**src/rtl/sid_pot_adc.sv**
```systemverilog
// sid_pot_adc - SID POTX/POTY paddle converter.
//
// A free-running frame of 2*2^BITS ticks of the 1 MHz SID clock enable.
// In the first half both pot capacitors are discharged. In the second half
// a counter runs, and each axis records the count at which its comparator
// first reports the capacitor above threshold. At the end of the frame one
// result per axis is latched, and a one-clk valid strobe is raised.
//
// Ports:
//   clk        system clock, all state updates on its rising edge
//   reset      synchronous, active-high reset (overrides ce)
//   ce         SID 1 MHz clock enable, one clk pulse per SID cycle
//   comp_x     POTX comparator, asynchronous, 1 = above threshold
//   comp_y     POTY comparator, asynchronous, 1 = above threshold
//   discharge  1 = drive both pot pins low
//   potx       last latched X result
//   poty       last latched Y result
//   valid      one-clk pulse when potx/poty update
module sid_pot_adc #(
    parameter int BITS        = 8,
    parameter int SYNC_STAGES = 2
) (
    input  logic            clk,
    input  logic            reset,
    input  logic            ce,
    input  logic            comp_x,
    input  logic            comp_y,
    output logic            discharge,
    output logic [BITS-1:0] potx,
    output logic [BITS-1:0] poty,
    output logic            valid
);

    localparam logic [BITS:0]   PHASE_LAST = {(BITS+1){1'b1}};
    localparam logic [BITS:0]   PHASE_ONE  = {{BITS{1'b0}}, 1'b1};
    localparam logic [BITS-1:0] RES_MAX    = {BITS{1'b1}};

    // An axis that never tripped during the charge half saturates. A trip
    // on the very last tick also lands here, which matches silicon.
    function automatic logic [BITS-1:0] frame_result(input logic            cap,
                                                     input logic [BITS-1:0] res);
        if (cap) begin
            frame_result = res;
        end else begin
            frame_result = RES_MAX;
        end
    endfunction

    logic [SYNC_STAGES-1:0] sync_x_r;
    logic [SYNC_STAGES-1:0] sync_y_r;
    logic                   cs_x_s;
    logic                   cs_y_s;

    logic [BITS:0]          phase_r,     phase_s;
    logic                   cap_x_r,     cap_x_s;
    logic                   cap_y_r,     cap_y_s;
    logic [BITS-1:0]        res_x_r,     res_x_s;
    logic [BITS-1:0]        res_y_r,     res_y_s;
    logic [BITS-1:0]        potx_r,      potx_s;
    logic [BITS-1:0]        poty_r,      poty_s;
    logic                   valid_r,     valid_s;
    logic                   discharge_r, discharge_s;
    logic [BITS-1:0]        cnt_s;

    // Comparator synchronizers, clocked every clk regardless of ce.
    always_ff @(posedge clk) begin
        if (reset) begin
            sync_x_r <= '0;
            sync_y_r <= '0;
        end else begin
            sync_x_r[0] <= comp_x;
            sync_y_r[0] <= comp_y;
            for (int i = 1; i < SYNC_STAGES; i++) begin
                sync_x_r[i] <= sync_x_r[i-1];
                sync_y_r[i] <= sync_y_r[i-1];
            end
        end
    end

    assign cs_x_s = sync_x_r[SYNC_STAGES-1];
    assign cs_y_s = sync_y_r[SYNC_STAGES-1];
    assign cnt_s  = phase_r[BITS-1:0];

    // Next-state logic for the frame counter, capture flags and results.
    always_comb begin
        phase_s     = phase_r;
        cap_x_s     = cap_x_r;
        cap_y_s     = cap_y_r;
        res_x_s     = res_x_r;
        res_y_s     = res_y_r;
        potx_s      = potx_r;
        poty_s      = poty_r;
        valid_s     = 1'b0;
        if (ce) begin
            phase_s = phase_r + PHASE_ONE;
            if (!phase_r[BITS]) begin
                // Discharge half: comparators are meaningless, keep flags clear.
                cap_x_s = 1'b0;
                cap_y_s = 1'b0;
            end else if (phase_r == PHASE_LAST) begin
                potx_s  = frame_result(cap_x_r, res_x_r);
                poty_s  = frame_result(cap_y_r, res_y_r);
                valid_s = 1'b1;
                cap_x_s = 1'b0;
                cap_y_s = 1'b0;
            end else begin
                // First trip wins; later comparator activity is ignored.
                if (cs_x_s && !cap_x_r) begin
                    cap_x_s = 1'b1;
                    res_x_s = cnt_s;
                end else begin
                    cap_x_s = cap_x_r;
                end
                if (cs_y_s && !cap_y_r) begin
                    cap_y_s = 1'b1;
                    res_y_s = cnt_s;
                end else begin
                    cap_y_s = cap_y_r;
                end
            end
        end else begin
            phase_s = phase_r;
        end
        discharge_s = ~phase_s[BITS];
    end

    // Frame state and output registers.
    always_ff @(posedge clk) begin
        if (reset) begin
            phase_r     <= '0;
            cap_x_r     <= 1'b0;
            cap_y_r     <= 1'b0;
            res_x_r     <= '0;
            res_y_r     <= '0;
            potx_r      <= '0;
            poty_r      <= '0;
            valid_r     <= 1'b0;
            discharge_r <= 1'b1;
        end else begin
            phase_r     <= phase_s;
            cap_x_r     <= cap_x_s;
            cap_y_r     <= cap_y_s;
            res_x_r     <= res_x_s;
            res_y_r     <= res_y_s;
            potx_r      <= potx_s;
            poty_r      <= poty_s;
            valid_r     <= valid_s;
            discharge_r <= discharge_s;
        end
    end

    assign discharge = discharge_r;
    assign potx      = potx_r;
    assign poty      = poty_r;
    assign valid     = valid_r;

endmodule

```
**config.mk**
```make
export PLATFORM = sky130hd
export DESIGN_NAME = sid_pot_adc
export DESIGN_NICKNAME = d
export VERILOG_FILES = /design/src/rtl/sid_pot_adc.sv
export SDC_FILE = /design/constraint.sdc
export NUM_CORES = 1
export LEC_CHECK = 0
export CAP_MARGIN = 20
export CORE_MARGIN = 4
export CORE_UTILIZATION = 37
export CTS_CLUSTER_DIAMETER = 30
export DETAILED_ROUTE_END_ITERATION = 6
export SYNTH_ARGS = -nofsm -noshare
export SYNTH_HDL_FRONTEND = slang
export SYNTH_SLANG_ARGS = --single-unit
```
**constraint.sdc**
```tcl
create_clock -name clk -period 2.8 [get_ports clk]
set_input_delay 0.42 -clock clk [delete_from_list [all_inputs] [get_ports clk]]
set_output_delay 0.42 -clock clk [all_outputs]
set_load 0.01 [all_outputs]
```
Yosys cells after proc, flatten, opt, wreduce, memory -nomap -nowiden
Index checks and enable logic that the tools add are counted.
Widths: inputs -> output; s select.

cells by class
  add/sub/neg operators = 1
  equality and inequality tests = 3
  muxes and demuxes = 10
  bitwise logic cells = 4
  reductions and logical operators = 10

operator list
  cell                 number
  $mux 8               2
  $add 9x1->9 const B  1
  $eq 9x9->1 const B   1
  $mux 9               1
  $reduce_and 4->1     2
  $mux 1               7
  $ne 3x1->1 const B   2
  $not 1->1            4
  $reduce_and 2->1     2
  $reduce_and 3->1     1
  $reduce_or 3->1      1
  $logic_and 1x1->1    2
  $logic_not 1->1      2

storage, ports and cells
  register bits after elaboration = 49
  output and inout bits = 18

Logic depth before layout (Yosys ltp)
  depth after elaboration = 5
  gate-level depth with buffers = 10
  depth with buffers taken out = 8

Least setup slack after synthesis
OpenSTA, ideal clock, no wires.

  kind = flip-flop to flip-flop
  start point = reg phase_r[0]
  end point = reg potx_r[7] (netlist: potx[7])
  library setup time = 0.091 ns
  arrival = 1.963 ns
  setup slack = 0.746 ns
  stages on the path, launching flop included = 11
  clock period less this slack = 2.054 ns
  cell sequence = dfxtp_1 > ha_1 > nand4_1 > or2_2 > inv_1 > ha_1 > and3_1 > buf_2 > buf_2 > nor2_1 > a311oi_1

on the way
  cells in the longest elaborated chain, start to end = 2

RTL lines
  element                            line  RTL
  start: declaration                 54    logic [BITS:0] phase_r, phase_s;
  start signal: assignment           140   phase_r <= phase_s;
  $eq 9x9->1                         100   end else if (phase_r == PHASE_LAST) begin
  $reduce_and 3->1 (no source line)  n/a
  end signal: assignment             145   potx_r <= potx_s;
  end: declaration                   59    logic [BITS-1:0] potx_r, potx_s;

No other way between the ends.
A chain may end at the register's enable or synchronous reset.

Final worst setup path
  start point = reg phase_r[0]
  end point = reg poty_r[3] (netlist: poty[3])

on the way
  cells in the longest elaborated chain, start to end = 2

RTL lines
  element                            line  RTL
  $eq 9x9->1                         100
  $reduce_and 3->1 (no source line)  n/a
  end signal: assignment             146   poty_r <= poty_s;
  end: declaration                   60    logic [BITS-1:0] poty_r, poty_s;

No other way between the ends.

==> results.cfg <==
[placed_design]
dp_slack_ns = 0.562
portBuffers = 22
gp_congestion = 0.688
place_hpwl_um = 2340

[layout]
nets = 228
drive_above_1_share_pct = 4.98
final_common_cell = dfxtp_1
final_cell_mix = dfxtp_1 (49), nor2_1 (24), nand2b_1 (24)
syn_to_final_growth_pct = 17.4
n_antenna_cell = 0

[grt]
grt_start_max_net_pins = 56
grtUsageTotal_pct = 12.3
antenna_found_initial = 0
grt_pass1_wl_um = 6130
grt-ovfl-total = 0
grt_pass1_vias = 1303

[floorplan]
die_height_um = 80.7
num_rows = 26
fp.coreArea_um2 = 5110
ios = 23
start_util_pct = 38.3
die_area_um2 = 6520
fp.dieW_um = 80.7

[run]
cap_violations = 0

[clocking]
clock_latency_ns = 0.30
clock_sinks = 49
cts_resized = 0
cts_max_level = 2
cts_tree = yes
cts_root_buffer = clkbuf_8
cts_hold_buf = 0
numCtsBuffers = 5
path_clk_slew_ns = 0.09
cts_setup_buffers = 0
cts_buffer_depth = 2

[detailed_routing]
wl_per_cell_um = 12.0
drc = 0
vias = 1338
ant_nets = 0
avgViaCountPerCell = 4.60
wl_um = 3480
drtPass1Iterations = 4
drtIter0Drc = 68

[setup_path]
rr_startpoint = phase_r[0]
worstSetupPathType = reg2reg
worstPathMaxFanout = 33
reg2reg_slack_ns = 0.56
arrival_ns = 2.46
startpoint = phase_r[0]
end_kind = register
crit_required_ns = 3.01
worstSetupStartpointType = register

[yosys]
synth_top_area_share_pct = 50.1
synth_cells = 202
netlist_area_um2 = 1960
synthTopCellsByArea = dfxtp_1 (50%), mux2i_1 (8.7%), nand2b_1 (7.7%)
ys_seq_elements = 49
ys_seq_area_share_pct = 50.1
postSynthAreaPerCell_um2 = 9.69
yosysTopAreaCell = dfxtp_1
yosysWarnings = 0
synthDistinctLibCells = 25
syn-num-nets = 210

[sta]
fmax_mhz = 446
hold_viol_final = 0
slew_headroom_pct = 61.8
tightest_slew_ns = 0.571
fin_crit_sh_pct = 80.1
finalSetupViolations = 0
skew_ns = 0.00691
setup_tns_ns = 0
slew_viol_final = 0
rsz0062_at_grt = no
min_period_ns = 2.24
setup_ws_ns = 0.556

[power_and_ir_drop]
p_leak_nw = 0.801
ir_drop_mv = 0.351
seqPwrFrac_pct = 61.5
p_sw_share_pct = 21.9
powerDensity_nw_per_um2 = 505
clkPwrFrac_pct = 34.4
intPower_mw = 0.905
p_switching_mw = 0.254
combinationalPowerShare_pct = 4.1

[min_path]
worstHoldPathType = reg2reg
min_from = sync_x_r[0]

[outcome]
status = finished, final reports clean
==> path summary, 6_finish.rpt <==
check / end / depth (start not counted)
min reg2reg: sync_x_r[1] / 1
min: sync_x_r[1] / 1
max: poty[3] / 9
max reg2reg: poty[3] / 9
==> synth_stat cells <==
cell type	count
nand3_1	1
buf_2	5
clkbuf_1	7
ha_1	3
nand2_1	4
a211o_1	1
a311oi_1	16
nand4_1	4
mux2i_1	17
or4b_1	2
or2_2	1
a21o_1	1
nor2b_1	5
nor2_1	24
or3_1	3
xnor2_1	1
and3_1	1
nor4b_4	1
a21oi_1	5
buf_6	2
nand2b_1	24
xor2_1	3
inv_1	19
dfxtp_1	49
o21ai_0	3
==> cell families after synthesis <==
logic type	share of synthesized area [%]
adders and majority gates	1.92
buffers and inverters	7.42
muxes	8.70
DFF	50.1
xor gates and xnor gates	1.79
AOI/OAI and AO/OA	10.0
and+or+nand+nor	20.0
==> sequential cells by signal, indices dropped and copies added (netlist names), named ones only <==
signal     flops
cap_y_r        1
potx           8
phase_r        8
discharge      1
res_y_r        8
cap_x_r        1
valid          1
res_x_r        8
sync_y_r       2
sync_x_r       2
poty           8
==> per-layer routing <==
layer	global-route usage [%]	share of wire, %	vias up
met5	0	0	-
met4	5.57	1.7	0
li1	-	-	714
met3	3.48	4.6	5
met2	18.7	42	24
met1	16.2	51	595
==> worst max-delay path: stages (launching register included) <==
cell and delay, ns:
dfxtp_1 0.40, ha_1 0.21, nand4_1 0.13, or2_2 0.33
inv_1 0.06, ha_1 0.23, and3_1 0.18, buf_4 0.30
nor2_1 0.07, a311oi_1 0.25
==> power by group through the flow <==
stage | sequential (mW) | combinational (mW) | clock [mW]
6_report | 0.713 | 0.0472 | 0.399
5_1_grt | 0.714 | 0.0537 | 0.449
4_1_cts | 0.713 | 0.0481 | 0.424
3_5_place_dp | 0.729 | 0.0477 | 0
3_3_place_gp | 0.729 | 0.0481 | 0
2_1_floorplan | 0.726 | 0.0348 | 0
==> layout make-up <==
cell class,count,area (um2)
fillers,510,2810
flip-flops and latches,49,981
multi-input cells,120,831
repair buffers,25,243
well taps,70,87.6
clock buffers,7,76.3
inverters,19,71.3
clock inverters,1,7.51
==> metrics by stage <==
stage	cell area, um2	hold WS (ns)	cells	utilization (%)	power [mW]
3_5_place_dp	2210	0.424	283	43.3	0.777
4_1_cts	2300	0.445	291	45.0	1.18
3_3_place_gp	2210	0.416	283	43.3	0.777
2_1_floorplan	1960	0.414	202	-	0.761
5_1_grt	2300	0.457	291	45.0	1.22
6_report	2300	0.441	291	45.0	1.16
(Power assumes the default switching activity.)
